--- src/rtl/maxpool_stage.sv ---
// maxpool_stage: 2x2 stride-2 signed int8 max pooling over packed 64-bit BRAM words.
// Define MAXPOOL_RELU_EN to clamp every pooled byte at zero.
module maxpool_stage #(
  parameter int ADDR_W     = 12,
  parameter int ROW_STRIDE = 128,
  parameter int RD_LAT     = 1
) (
  input  logic              clk,
  input  logic              rst,
  input  logic              start,
  input  logic [ADDR_W-1:0] in_base,
  input  logic [ADDR_W-1:0] out_base,
  input  logic [7:0]        row_words,
  input  logic [6:0]        row_pairs,
  output logic              busy,
  output logic              done,
  output logic              rd_en,
  output logic [ADDR_W-1:0] rd_addr,
  input  logic [63:0]       rd_data,
  output logic              we,
  output logic [ADDR_W-1:0] wr_addr,
  output logic [63:0]       wr_data
);

  localparam logic [ADDR_W-1:0] STRIDE  = ADDR_W'(ROW_STRIDE);
  localparam logic [ADDR_W-1:0] STRIDE2 = ADDR_W'(2 * ROW_STRIDE);
  localparam logic [ADDR_W-1:0] ONE     = ADDR_W'(1);
  localparam int unused_rd_lat = RD_LAT;

  typedef enum logic [2:0] {
    IDLE, RD0, RD1, RD2, RD3, CAP, WR, DONE
  } state_t;

  state_t state, nxt;

  logic [ADDR_W-1:0] in_row, out_row;
  logic [ADDR_W-1:0] top0, bot0;
  logic [6:0]        cols, rows, c, r;
  logic [63:0]       t0_q, b0_q, t1_q, pooled;
  logic              go, c_last, r_last;
  logic              unused_bit;

  assign unused_bit = row_words[0];
  assign go     = start && (row_words[7:1] != 7'd0)
                        && (row_pairs != 7'd0);
  assign c_last = (c == cols - 7'd1);
  assign r_last = (r == rows - 7'd1);
  assign top0   = in_row + ADDR_W'({c, 1'b0});
  assign bot0   = top0 + STRIDE;

  function automatic logic [7:0] pool4(
    input logic [7:0] a,
    input logic [7:0] b,
    input logic [7:0] d,
    input logic [7:0] e
  );
    logic signed [7:0] m;
    m = $signed(a);
    if ($signed(b) > m) m = $signed(b);
    if ($signed(d) > m) m = $signed(d);
    if ($signed(e) > m) m = $signed(e);
`ifdef MAXPOOL_RELU_EN
    if (m[7]) m = '0;
`endif
    return m;
  endfunction

  // bot1 is consumed straight off rd_data in CAP
  always_comb begin
    pooled = '0;
    for (int j = 0; j < 4; j++) begin
      pooled[63-8*j -: 8] = pool4(
        t0_q[63-16*j -: 8], t0_q[55-16*j -: 8],
        b0_q[63-16*j -: 8], b0_q[55-16*j -: 8]);
      pooled[31-8*j -: 8] = pool4(
        t1_q[63-16*j -: 8], t1_q[55-16*j -: 8],
        rd_data[63-16*j -: 8], rd_data[55-16*j -: 8]);
    end
  end

  always_comb begin
    nxt     = state;
    rd_en   = 1'b0;
    rd_addr = '0;
    we      = 1'b0;
    busy    = 1'b1;
    done    = 1'b0;
    unique case (state)
      IDLE: begin
        busy = 1'b0;
        if (go) nxt = RD0;
      end
      RD0: begin
        rd_en   = 1'b1;
        rd_addr = top0;
        nxt     = RD1;
      end
      RD1: begin
        rd_en   = 1'b1;
        rd_addr = bot0;
        nxt     = RD2;
      end
      RD2: begin
        rd_en   = 1'b1;
        rd_addr = top0 + ONE;
        nxt     = RD3;
      end
      RD3: begin
        rd_en   = 1'b1;
        rd_addr = bot0 + ONE;
        nxt     = CAP;
      end
      CAP: nxt = WR;
      WR: begin
        we  = 1'b1;
        nxt = (c_last && r_last) ? DONE : RD0;
      end
      DONE: begin
        busy = 1'b0;
        done = 1'b1;
        nxt  = IDLE;
      end
      default: nxt = IDLE;
    endcase
  end

  always_ff @(posedge clk) begin
    if (rst) begin
      state   <= IDLE;
      in_row  <= '0;
      out_row <= '0;
      cols    <= '0;
      rows    <= '0;
      c       <= '0;
      r       <= '0;
      t0_q    <= '0;
      b0_q    <= '0;
      t1_q    <= '0;
      wr_addr <= '0;
      wr_data <= '0;
    end else begin
      state <= nxt;
      unique case (state)
        IDLE: begin
          if (go) begin
            in_row  <= in_base;
            out_row <= out_base;
            cols    <= row_words[7:1];
            rows    <= row_pairs;
            c       <= '0;
            r       <= '0;
          end
        end
        RD1: t0_q <= rd_data;
        RD2: b0_q <= rd_data;
        RD3: t1_q <= rd_data;
        CAP: begin
          wr_addr <= out_row + ADDR_W'(c);
          wr_data <= pooled;
        end
        WR: begin
          if (c_last) begin
            c       <= '0;
            r       <= r + 7'd1;
            in_row  <= in_row + STRIDE2;
            out_row <= out_row + STRIDE;
          end else begin
            c <= c + 7'd1;
          end
        end
        default: ;
      endcase
    end
  end

endmodule

--- config.mk ---
export PLATFORM = sky130hd
export DESIGN_NAME = maxpool_stage
export DESIGN_NICKNAME = d
export VERILOG_FILES = /design/src/rtl/maxpool_stage.sv
export SDC_FILE = /design/constraint.sdc
export NUM_CORES = 1
export LEC_CHECK = 0
export CORE_AREA = 2 2 244 246
export CTS_BUF_LIST = sky130_fd_sc_hd__clkbuf_16
export CTS_CLUSTER_DIAMETER = 80
export DETAILED_ROUTE_END_ITERATION = 8
export DIE_AREA = 0 0 246 248
export SLEW_MARGIN = 20
export SYNTH_ARGS = -nofsm -noshare
export SYNTH_HDL_FRONTEND = slang
export SYNTH_SLANG_ARGS = --single-unit
--- constraint.sdc ---
create_clock -name clk -period 6 [get_ports clk]
set_input_delay 1.8 -clock clk [delete_from_list [all_inputs] [get_ports clk]]
set_output_delay 1.8 -clock clk [all_outputs]
set_load 0.01 [all_outputs]
==> results.json <==
{
  "asyncSetResetFlopFracSynth": 0,
  "powerDensity_nw_per_um2": 256,
  "drt_wirelength_um": 61900,
  "cts_num_sinks": 323,
  "cp_max_fo": 4,
  "die_h_um": 248,
  "drt-initial-drc-count": 1133,
  "synth_area_leaders": "dfxtp_1, ha_1, nand2_1",
  "synth_commonest_cells": "nand2_1, dfxtp_1, a21oi_1",
  "fin_crit_sh": 0.969,
  "fp.dieW_um": 246,
  "insertion_delay_of_the_later_clocked_pin_in_the_worst_skew_pair_ns": 0.57,
  "cts_tree": "built",
  "routedWlPerCell_um": 17.4,
  "start_util": 0.347,
  "final.setup.worst_slack_ns": 0.184,
  "finalCriticalPeriod_ns": 5.82,
  "clock-skew-final_ns": 0.0248,
  "synth_cell_type_count": 81,
  "crit_end_category": "output port",
  "result_of_the_run": "finished clean",
  "synth_area_per_cell_um2": 7.93,
  "pin_count_of_the_biggest_net_entering_global_routing": 180,
  "critPathLaunchType": "flip-flop",
  "maxClockFrequency_mhz": 172,
  "worst_ep_arrival_time_ns": 4.02,
  "grt_antenna_before_repair": 0,
  "grtUsageTotal": 0.198,
  "max-clock-path-buffers": 3,
  "n_antenna_cell": 0,
  "area_of_the_multi_input_gates_um2": 12800,
  "layout.area.seq_um2": 6470,
  "ant_nets": 0,
  "setup-violations-final": 0,
  "cts_htree_levels": 2,
  "postSynth.topFlopCell": "dfxtp_1",
  "cts_buffers": 40,
  "syn_inst": 2562,
  "grt-ovfl-total": 0,
  "worstMarginPinSlew_ns": 1.15,
  "area.growth.synth_to_final_pct": 22.6,
  "dpl.cell_count": 3484,
  "place_hpwl_um": 44000,
  "drt_pass1_iterations": 5,
  "place.gp.congestion": 0.876,
  "die_area_um2": 61000,
  "synth_fp_nets": 2868,
  "clkSlewWorstSetupHoldPaths_ns": 0.06,
  "final_net_count": 3068,
  "place_ws_ns": -0.123,
  "drcViolationCount": 0,
  "std_cell_rows": 89,
  "layout-drive-gt1-share": 0.0941,
  "synthDominantCellAreaShare": 0.318,
  "fillers": 5814,
  "routed-via-count": 19000,
  "part_of_the_yosys_area_used_for_sequential_elements": 0.318,
  "io-pin-count": 198,
  "required_arrival_time_at_the_worst_endpoint_ns": 4.20,
  "number_of_hold_slack_violations_in_the_final_timing_report": 0,
  "yosysTopAreaCell": "dfxtp_1",
  "ys.warnings.count": 0,
  "grt_pass1_vias": 18500,
  "vdd.ir_drop.worst_uv": 202,
  "number_of_enable_type_register_cells_in_the_synthesized_netlist": 0,
  "relSlewSlack": 0.234,
  "final-instance-count-excl-fill": 3567,
  "routed_via_density": 5.32,
  "timing_max_transition_violations_final": 0,
  "hold_path_class": "flip-flop to flip-flop",
  "synthesis.area_um2": 20300,
  "ctsRootBufferMaster": "clkbuf_16",
  "worst-setup-path-type": "flip-flop to output port",
  "grt_first_pass_wirelength_um": 97600,
  "number_of_synthesized_register_bits": 323,
  "power.static_leakage_nw": 9.61,
  "synth_most_common_cell": "nand2_1",
  "drv_cap": 0,
  "numPortBuffers": 196,
  "core_area_um2": 58500
}
flip-flops by register name (all words and copies together), names as in the netlist:
signal / cells
in_row: 12
t1_q: 64
c: 7
state: 3
rows: 7
out_row: 12
b0_q: 64
wr_data: 64
cols: 7
t0_q: 64
r: 7
wr_addr: 12
critical path, cell delays in order (launching register included):
cell and delay [ns]:
dfxtp_1 0.32, ha_1 0.25, fa_2 0.38, a211o_1 0.33
a21o_1 0.22, a21oi_2 0.18, xnor2_1 0.11, ha_2 0.37
nand3b_1 0.11, o32ai_1 0.14, nand2_1 0.17, mux2i_1 0.16
a221oi_2 0.19, o21ai_1 0.09, buf_4 0.16, dlygate4sd2_1 0.28
layout make-up:
type                    count  share of cell area
clock buffers              42              0.0422
multi-input cells        1942               0.516
inverters                 169              0.0255
repair buffers            286               0.107
well taps                 773              0.0389
flip-flops and latches    323               0.260
clock inverters            32              0.0104
logic make-up (layout without fill, tap and decap cells):
logic type | Yosys count | count (layout) | synth area share
muxes | 112 | 112 | 0.0587
and+or+nand+nor | 889 | 889 | 0.195
DFF | 323 | 323 | 0.318
AOI/OAI and AO/OA | 662 | 662 | 0.212
xor gates and xnor gates | 77 | 77 | 0.0339
buffers and inverters | 297 | 529 | 0.0569
adders and majority gates | 202 | 202 | 0.125
power by group:
group / switching [W] / internal (W) / total [W]
clock network: 0.000986 / 0.00144 / 0.00242
logic: 0.000925 / 0.000742 / 0.00167
registers: 0.0000614 / 0.00221 / 0.00228
metrics by stage:
step            util  setup TNS (ns)  power [W]  cell area (um2)  hold slack (ns)
6_report       0.426               0    0.00637            24900            0.455
5_1_grt        0.426         -0.0786    0.00670            24900            0.469
4_1_cts        0.423               0    0.00638            24700            0.455
3_5_place_dp   0.400           -1.38    0.00392            23400            0.446
3_3_place_gp   0.400          -0.679    0.00387            23400            0.443
2_1_floorplan      -               0    0.00344            20300            0.436
metal layers:
| metal | vias up | GRT usage | part of all wire |
|---|---|---|---|
| met5 | - | 0 | 0 |
| met4 | 0 | 0.0667 | 0.028 |
| met3 | 103 | 0.0311 | 0.048 |
| met2 | 463 | 0.343 | 0.47 |
| met1 | 8998 | 0.251 | 0.45 |
| li1 | 9429 | - | - |
placed cells by master, fill, tap and decap left out, types with 29 or more instances in the layout:
| cell | synthesis | final |
|---|---|---|
| a22o_1 | 40 | 40 |
| nand3_1 | 43 | 43 |
| dfxtp_1 | 323 | 321 |
| o21ai_0 | 83 | 79 |
| clkdlybuf4s50_1 | 0 | 192 |
| nand4_1 | 29 | 29 |
| ha_1 | 198 | 196 |
| mux2_2 | 49 | 49 |
| inv_1 | 169 | 175 |
| nor2_1 | 94 | 89 |
| buf_4 | 7 | 86 |
| xnor2_1 | 42 | 41 |
| nand2_1 | 555 | 554 |
| nor2b_1 | 38 | 36 |
| mux2i_1 | 61 | 59 |
| a221o_1 | 40 | 40 |
| clkbuf_16 | 0 | 42 |
| a21oi_1 | 306 | 303 |
| nor3_1 | 32 | 32 |
| xor2_1 | 34 | 32 |
path summary, 6_finish.rpt:
path	start	to	slack [ns]	cells past startpoint
setup / recovery	c[0]$_SDFFE_PP0P_	rd_addr[10]	0.18	15
hold / removal	t1_q[63]$_SDFFE_PP0P_	t1_q[63]$_SDFFE_PP0P_	0.45	2
setup reg to reg	t1_q[25]$_SDFFE_PP0P_	wr_data[13]$_SDFFE_PP0N_	0.38	27
hold reg to reg	t1_q[63]$_SDFFE_PP0P_	t1_q[63]$_SDFFE_PP0P_	0.45	2
repair_timing:
action,in CTS,in global routing
endpoints found under the setup margin,3,67
hold buffers,0,0
setup buffers,1,7
cloned,0,1
gates resized for setup,11,32
pin swaps,2,8
Note: power is estimated with default switching activity, not from simulation.
